--- src/rtl/cfg_frame_loader.sv ---
// cfg_frame_loader: CRC-8 checked serial frame loader with atomic commit of the configuration word.
// Define CFG_READBACK_EN to add serial readback of cfg_data on sdo.
module cfg_frame_loader #(
    parameter int WIDTH = 79,
    parameter logic [WIDTH-1:0] CFG_RESET = {WIDTH{1'b0}}
) (
    input  logic             clk,
    input  logic             rst_n,
    input  logic             load_en,
    input  logic             sdi,
    output logic [WIDTH-1:0] cfg_data,
    output logic             cfg_update,
    output logic             busy,
    output logic             crc_err,
    output logic             len_err,
    input  logic             rb_en,
    output logic             sdo
);
    localparam int FRAME = WIDTH + 8;
    localparam int CW = $clog2(FRAME + 1);
    localparam logic [CW-1:0] FRAME_C = CW'(FRAME);

    typedef enum logic {IDLE, SHIFT} state_t;

    state_t state, state_nx;
    logic [FRAME-1:0] shadow;
    logic [7:0] crc, crc_in, crc_nx;
    logic [CW-1:0] count;
    logic ovf, fb, frame_end, len_bad, crc_bad, commit;

    always_comb begin
        state_nx = load_en ? SHIFT : IDLE;
        crc_in = (state == IDLE) ? 8'h00 : crc;
        fb = crc_in[7] ^ sdi;
        crc_nx = {crc_in[6:0], 1'b0} ^ (fb ? 8'h07 : 8'h00);
        frame_end = (state == SHIFT) && !load_en;
        len_bad = frame_end && (count != FRAME_C || ovf);
        crc_bad = frame_end && !len_bad && crc != 8'h00;
        commit = frame_end && !len_bad && crc == 8'h00;
    end

    assign busy = (state == SHIFT);

    always_ff @(posedge clk) begin
        if (!rst_n) state <= IDLE;
        else state <= state_nx;
    end

    always_ff @(posedge clk) begin
        if (!rst_n) begin
            shadow <= '0;
            crc <= 8'h00;
            count <= '0;
            ovf <= 1'b0;
            cfg_data <= CFG_RESET;
            cfg_update <= 1'b0;
            crc_err <= 1'b0;
            len_err <= 1'b0;
        end else begin
            cfg_update <= commit;
            if (load_en) begin
                shadow <= {sdi, shadow[FRAME-1:1]};
                crc <= crc_nx;
            end
            // First bit of a frame restarts the length tracking and clears stale errors
            if (load_en && state == IDLE) begin
                count <= CW'(1);
                ovf <= 1'b0;
                crc_err <= 1'b0;
                len_err <= 1'b0;
            end else if (load_en) begin
                if (count == FRAME_C) ovf <= 1'b1;
                else count <= count + 1'b1;
            end
            if (commit) cfg_data <= shadow[WIDTH-1:0];
            if (len_bad) len_err <= 1'b1;
            if (crc_bad) crc_err <= 1'b1;
        end
    end

`ifdef CFG_READBACK_EN
    localparam int RW = (WIDTH > 1) ? $clog2(WIDTH) : 1;
    logic [RW-1:0] rb_idx;

    always_ff @(posedge clk) begin
        if (!rst_n) begin
            rb_idx <= '0;
            sdo <= 1'b0;
        end else begin
            sdo <= (state == IDLE && rb_en && !load_en) ? cfg_data[rb_idx] : 1'b0;
            if (state == SHIFT || load_en || !rb_en) rb_idx <= '0;
            else rb_idx <= (rb_idx == RW'(WIDTH - 1)) ? '0 : rb_idx + 1'b1;
        end
    end
`else
    logic rb_unused;
    assign rb_unused = rb_en;
    assign sdo = 1'b0;
`endif
endmodule

--- config.mk ---
export PLATFORM = sky130hd
export DESIGN_NAME = cfg_frame_loader
export DESIGN_NICKNAME = d
export VERILOG_FILES = /design/src/rtl/cfg_frame_loader.sv
export SDC_FILE = /design/constraint.sdc
export NUM_CORES = 1
export LEC_CHECK = 0
export BUFFER_PORTS_ARGS = -buffer_cell sky130_fd_sc_hd__buf_2
export CORE_UTILIZATION = 40
export DETAILED_ROUTE_END_ITERATION = 12
export GPL_ROUTABILITY_DRIVEN = 1
export HOLD_SLACK_MARGIN = 0.02
export PLACE_DENSITY = 0.66
export RECOVER_POWER = 50
export SYNTH_ARGS = -nofsm -noshare
export SYNTH_HDL_FRONTEND = slang
export SYNTH_SLANG_ARGS = --single-unit
--- constraint.sdc ---
create_clock -name clk -period 2.45 [get_ports clk]
set_input_delay 0.245 -clock clk [delete_from_list [all_inputs] [get_ports clk]]
set_output_delay 0.245 -clock clk [all_outputs]
set_load 0.02 [all_outputs]
==> summary.md, run 1 <==
| Metric | Value |
|---|---|
| WP data arrival | `2.51 ns` |
| Power Density | `726 nW/µm²` |
| Pre-CTS setup slack | `0.285 ns` |
| CTS Hold Bufs | `0` |
| Tcrit/Tclk final | `0.888` |
| Antenna cell count | `0` |
| Fin. Hold Viols | `0` |
| Post-synth EDFFs | `0` |
| WL final | `12400 µm` |
| Starting Density | `0.415` |
| Mean Syn Cell Area | `9.97 µm²` |
| Fin worst setup slack | `0.274 ns` |
| Synthesized flop and latch total | `186` |
| Pin count of the biggest net entering global routing | `108` |
| Number of global-route vias before repair | `4339` |
| # resized after CTS | `0` |
| Share of cells above drive strength 1 | `0.105` |
| Post-synth cell types | `33` |
| NetSw | `1.25 mW` |
| Leakage | `3.08 nW` |
| Final GP Congestion | `0.725` |
| Post-synth ARST share | `0` |
| HPWL Detailed | `7420 µm` |
| CP Launch Type | `flop` |
| CTS Sinks | `186` |
| Critical path type | `reg -> reg` |
| Core Area | `17500 µm²` |
| Gate power share | `0.032` |
| Num CTS Buffers | `17` |
| CTS Root Cell | `clkbuf_16` |
| Final min period | `2.18 ns` |
| Clock transition at path regs | `0.06 ns` |
| Router iterations before antenna repair | `4` |
| Final setup vio count | `0` |
| CTS tree | `yes` |
| Yosys Warn Count | `0` |
| Total gr overflow | `0` |
| Port Buf Inserts | `86` |
| Worst path slowest cell | `nor4_4` |
| Slew @ Worst Pin | `1.76 ns` |
| H-tree depth | `4` |
| Crit path largest cell delay | `0.42 ns` |
| Width of the die | `137 µm` |
| Register share of total power | `0.500` |
| Net Sw Frac | `0.206` |
| Remaining DRCs | `0` |
| Layout net count | `792` |
| Antenna viol nets, final | `0` |
| Fin Clk Skew | `0.00875 ns` |
| Critical Path Sink Type | `flop` |
| Pins Over Slew Limit | `108` |
| Worst path top cell family by delay | `simple AND/OR/NAND/NOR gates` |
| Initial antenna violation count | `0` |
| Post-CTS Setup Inserts | `0` |
| Hold crit path type | `in -> reg` |
| Max capacitance violation total | `1` |
| Number of cell rows | `48` |
| Failing checks | `capacitance limit, slew limit` |
| Slew margin rel. | `-0.172` |
| Avg WL per Cell | `12.1 µm` |
| DR vias | `4783` |
| Mapped Nets | `733` |
| First-pass GRT wire length | `20400 µm` |
| Buf/Inv on CP | `1` |
| TNS Setup | `0 ns` |
| Die Y | `137 µm` |
| Io pins | `89` |
| RSZ-0062 raised after global routing | `no` |
| Clock latency on the worst-skew pair | `0.42 ns` |
| Crit-path cells | `ha_1 > nor2b_1 > nand3_1 > nor4_4 > buf_12 > mux2i_1` |
| Internal | `4.82 mW` |
| Die ar. | `18700 µm²` |
| Crit path max fanout | `41` |
| Max Freq | `460 MHz` |
| Outcome | `complete, but fails checks` |
| Hold WS | `0.168 ns` |
| DR iter-0 viols | `157` |
| Register area share after synthesis | `0.514` |
| Max VDD drop | `0.495 mV` |
| Clock share of power | `0.468` |
| Worst EP required | `2.79 ns` |
| Aggregate global-route resource usage | `0.137` |
| Predominant post-synthesis flop cell | `dfxtp_1` |
| Via density | `4.67` |
| Cells after Synth | `727` |
| CTS max path bufs | `2` |
| Synth-to-layout area growth | `15.6%` |
| Synthesized area | `7250 µm²` |
[logic make-up after synthesis]
logic type | synth area share
buf+inv | 0.0371
xor+xnor | 0.00967
compound gates | 0.0183
flops | 0.514
simple gates | 0.188
other cells | 0.000518
fa+ha+maj | 0.00173
mux | 0.231
[cell type report]
cell class                      count  area [µm²]
Sequential cell                   186        3720
Multi-Input combinational cell    486        3260
Clock inverter                     10         140
Inverter                            2        7.51
Timing Repair Buffer               93         475
Clock buffer                       22         484
Fill cell                        1680        9100
Tap cell                          225         282
[through the flow]
stage	power (mW)	std cells	util	cell area [µm²]
floorplan	3.27	727	-	7250
global placement	3.31	992	0.448	7830
detailed placement	3.31	992	0.448	7830
CTS	6.17	1024	0.484	8460
global route	6.30	1024	0.479	8370
finish	6.08	1024	0.479	8370
[final timing paths]
path | from | endpoint | slack, ns | cells after the start
setup / recovery | count[0]$_SDFFE_PN0P_ | cfg_data[63]$_SDFFE_PN0P_ | 0.27 | 6
hold reg to reg | cfg_data[37]$_SDFFE_PN0P_ | cfg_data[37]$_SDFFE_PN0P_ | 0.45 | 2
setup reg to reg | count[0]$_SDFFE_PN0P_ | cfg_data[63]$_SDFFE_PN0P_ | 0.27 | 6
hold / removal | sdi | shadow[86]$_SDFFE_PN0P_ | 0.17 | 3
[tightest hold or removal path, delay by kind of cell]
family	cells	cell delay (ns)
buffers and inverters	1	0.12
AND/OR/NAND/NOR	1	0.10
multiplexers	1	0.07
[synthesized netlist by cell type, types with 2 or more instances]
library cell  count  share of area
nor2_1            9         0.0047
a21oi_1           2         0.0014
nand2_1         171          0.089
buf_2             8         0.0055
nor4_1            3         0.0026
dfxtp_1         186           0.51
mux2i_1         167           0.23
clkbuf_1         34          0.018
nand3_1           9         0.0062
buf_4             8         0.0083
nor2b_1          88          0.076
nand4_1           2         0.0017
buf_8             2         0.0041
o21ai_0           6         0.0041
xor2_1            6         0.0073
xnor2_1           2         0.0024
inv_1             2         0.0010
a21boi_0          7         0.0073
[registers in the layout, summed over array words and instances (netlist names)]
register / flops
busy: 1
ovf: 1
crc_err: 1
len_err: 1
count: 7
crc: 8
shadow: 87
cfg_update: 1
cfg_data: 79
[power groups by stage]
stage	Combinational, mW	Clock, mW	Sequential (mW)
after floorplan	0.161	0	3.11
after global placement	0.199	0	3.11
after global routing	0.213	3.05	3.04
after detailed placement	0.199	0	3.11
final	0.195	2.84	3.04
after CTS	0.200	2.94	3.04
[placed cells by master (no fill, tap or decap), types with 7 or more instances in the layout]
| cell | Yosys | layout |
|---|---|---|
| dfxtp_1 | 186 | 186 |
| clkbuf_1 | 34 | 43 |
| mux2i_1 | 167 | 167 |
| clkbuf_16 | 0 | 17 |
| nor2b_1 | 88 | 88 |
| nand2_1 | 171 | 171 |
| nor2_1 | 9 | 9 |
| nand3_1 | 9 | 9 |
| buf_2 | 8 | 43 |
| a21boi_0 | 7 | 7 |
[per-layer routing]
metal / vias up / wire (µm) / GRT usage
met4: 0 / 172 / 0.0556
li1: 2499 / - / -
met1: 2206 / 6060 / 0.175
met2: 66 / 5590 / 0.215
met3: 12 / 548 / 0.0396
met5: - / 0 / 0
Note: power is estimated with default switching activity, not from simulation.
==> inputs of run 2 (changes only) <==
--- a/config.mk
+++ b/config.mk
@@ -10,7 +10,7 @@
 export DETAILED_ROUTE_END_ITERATION = 12
 export GPL_ROUTABILITY_DRIVEN = 1
 export HOLD_SLACK_MARGIN = 0.02
-export PLACE_DENSITY = 0.66
+export PLACE_DENSITY = 0.56
 export RECOVER_POWER = 50
 export SYNTH_ARGS = -nofsm -noshare
 export SYNTH_HDL_FRONTEND = slang
==> constraint.sdc (replaced) <==
create_clock -name clk -period 2.45 [get_ports clk]
set_input_delay 0.245 -clock clk [delete_from_list [all_inputs] [get_ports clk]]
set_output_delay 0.245 -clock clk [all_outputs]
set_load 0.1 [all_outputs]
==> summary.md, run 2 (synthesis results as in run 1) <==
| Metric | Value |
|---|---|
| Initial antenna violation count | `0` |
| WL final | `12700 µm` |
| Slew @ Worst Pin | `1.18 ns` |
| Most common cell after layout, fill and taps aside | `dfxtp_1` |
| CTS Hold Bufs | `0` |
| Number of global-route vias before repair | `4788` |
| Share of cells above drive strength 1 | `0.117` |
| Fin. Hold Viols | `0` |
| DR vias | `4877` |
| RSZ-0062 raised after global routing | `no` |
| Aggregate global-route resource usage | `0.145` |
| Worst EP required | `2.80 ns` |
| First-pass GRT wire length | `21700 µm` |
| Num CTS Buffers | `17` |
| Router iterations before antenna repair | `4` |
| WP data arrival | `2.54 ns` |
| CTS tree | `yes` |
| Fin Clk Skew | `0.00638 ns` |
| Io pins | `89` |
| Die ar. | `18700 µm²` |
| Pre-CTS setup slack | `0.304 ns` |
| Port Buf Inserts | `86` |
| Core Area | `17500 µm²` |
| Hold crit path type | `in -> reg` |
| HPWL Detailed | `8130 µm` |
| DR iter-0 viols | `163` |
| Commonest cells after routing, fill and taps aside | `186 x dfxtp_1, 171 x nand2_1, 167 x mux2i_1` |
| Width of the die | `137 µm` |
| Layout net count | `795` |
| Starting Density | `0.415` |
| TNS Setup | `0 ns` |
| CP Launch Type | `flop` |
| Max FFs per register | `87` |
| Pin count of the biggest net entering global routing | `74` |
| Non-Filler Instances | `1027` |
| Avg WL per Cell | `12.3 µm` |
| Final min period | `2.19 ns` |
| Remaining DRCs | `0` |
| Final GP Congestion | `0.782` |
| # resized after CTS | `0` |
| CTS Root Cell | `clkbuf_16` |
| Post-CTS Setup Inserts | `0` |
| H-tree depth | `4` |
| Clock transition at path regs | `0.07 ns` |
| Number of cell rows | `48` |
| Placed cells | `995` |
| Max VDD drop | `0.506 mV` |
| Hold WS | `0.147 ns` |
| Die Y | `137 µm` |
| Fill cell count | `1704` |
| Max capacitance violation total | `0` |
| Max Freq | `457 MHz` |
| Via density | `4.75` |
| Critical path type | `reg -> reg` |
| Crit path max fanout | `45` |
| Total gr overflow | `0` |
| Pins Over Slew Limit | `0` |
| Antenna cell count | `0` |
| Tcrit/Tclk final | `0.893` |
| Worst reg2reg setup slack | `0.26 ns` |
| Critical Path Sink Type | `flop` |
| Antenna viol nets, final | `0` |
| Final setup vio count | `0` |
| CTS Sinks | `186` |
| Slew margin rel. | `0.219` |
| Top Registers | `shadow: 87 flops, cfg_data: 79 flops, crc: 8 flops` |
| Clock latency on the worst-skew pair | `0.42 ns` |
| CTS max path bufs | `2` |
| Outcome | `complete, no violations` |
| Largest Register | `shadow` |
| Leakage | `3.09 nW` |
| Synth-to-layout area growth | `15.3%` |
| Power Density | `719 nW/µm²` |
| Fin worst setup slack | `0.262 ns` |
[run 2: per-layer routing]
layer,up-vias,routed length (µm),GRT usage
met4,0,196,0.0623
met3,18,615,0.0407
met5,-,0,0
met1,2265,6200,0.178
met2,83,5670,0.237
li1,2511,-,-
[run 2: final timing paths]
check                      startpoint                        end  cells after the start
max reg2reg     count[0]$_SDFFE_PN0P_  cfg_data[25]$_SDFFE_PN0P_                      6
min reg2reg  cfg_data[2]$_SDFFE_PN0P_   cfg_data[2]$_SDFFE_PN0P_                      2
max             count[0]$_SDFFE_PN0P_  cfg_data[25]$_SDFFE_PN0P_                      6
min                               sdi    shadow[86]$_SDFFE_PN0P_                      3
[run 2: cell type report]
class                   instances  area [µm²]  share of cell area
clock buffers                  18         439              0.0526
flip-flops and latches        186        3720               0.446
inverters                       2        7.51            0.000898
well taps                     225         282              0.0337
multi-input cells             486        3260               0.390
clock inverters                14         163              0.0195
repair buffers                 96         479              0.0574
[run 2: metrics by stage]
stage               area [µm²]  power [mW]   util
global route              8360        6.22  0.478
CTS                       8430        6.09  0.482
detailed placement        7830        3.32  0.448
global placement          7830        3.32  0.448
finish                    8360        6.01  0.478
floorplan                 7250        3.28      -
[run 2: where the power goes]
part	internal [mW]	leakage (nW)	switching, mW
clock network	1.55	0.282	1.21
logic	0.0695	1.31	0.136
registers	3.03	1.50	0.00706
[run 2: worst max-delay path, stage by stage, from the launching register on]
cell and delay [ns]:
dfxtp_1 0.41, ha_1 0.27, nor2b_1 0.20, nand3_1 0.20
nor4_4 0.41, buf_12 0.34, mux2i_1 0.23
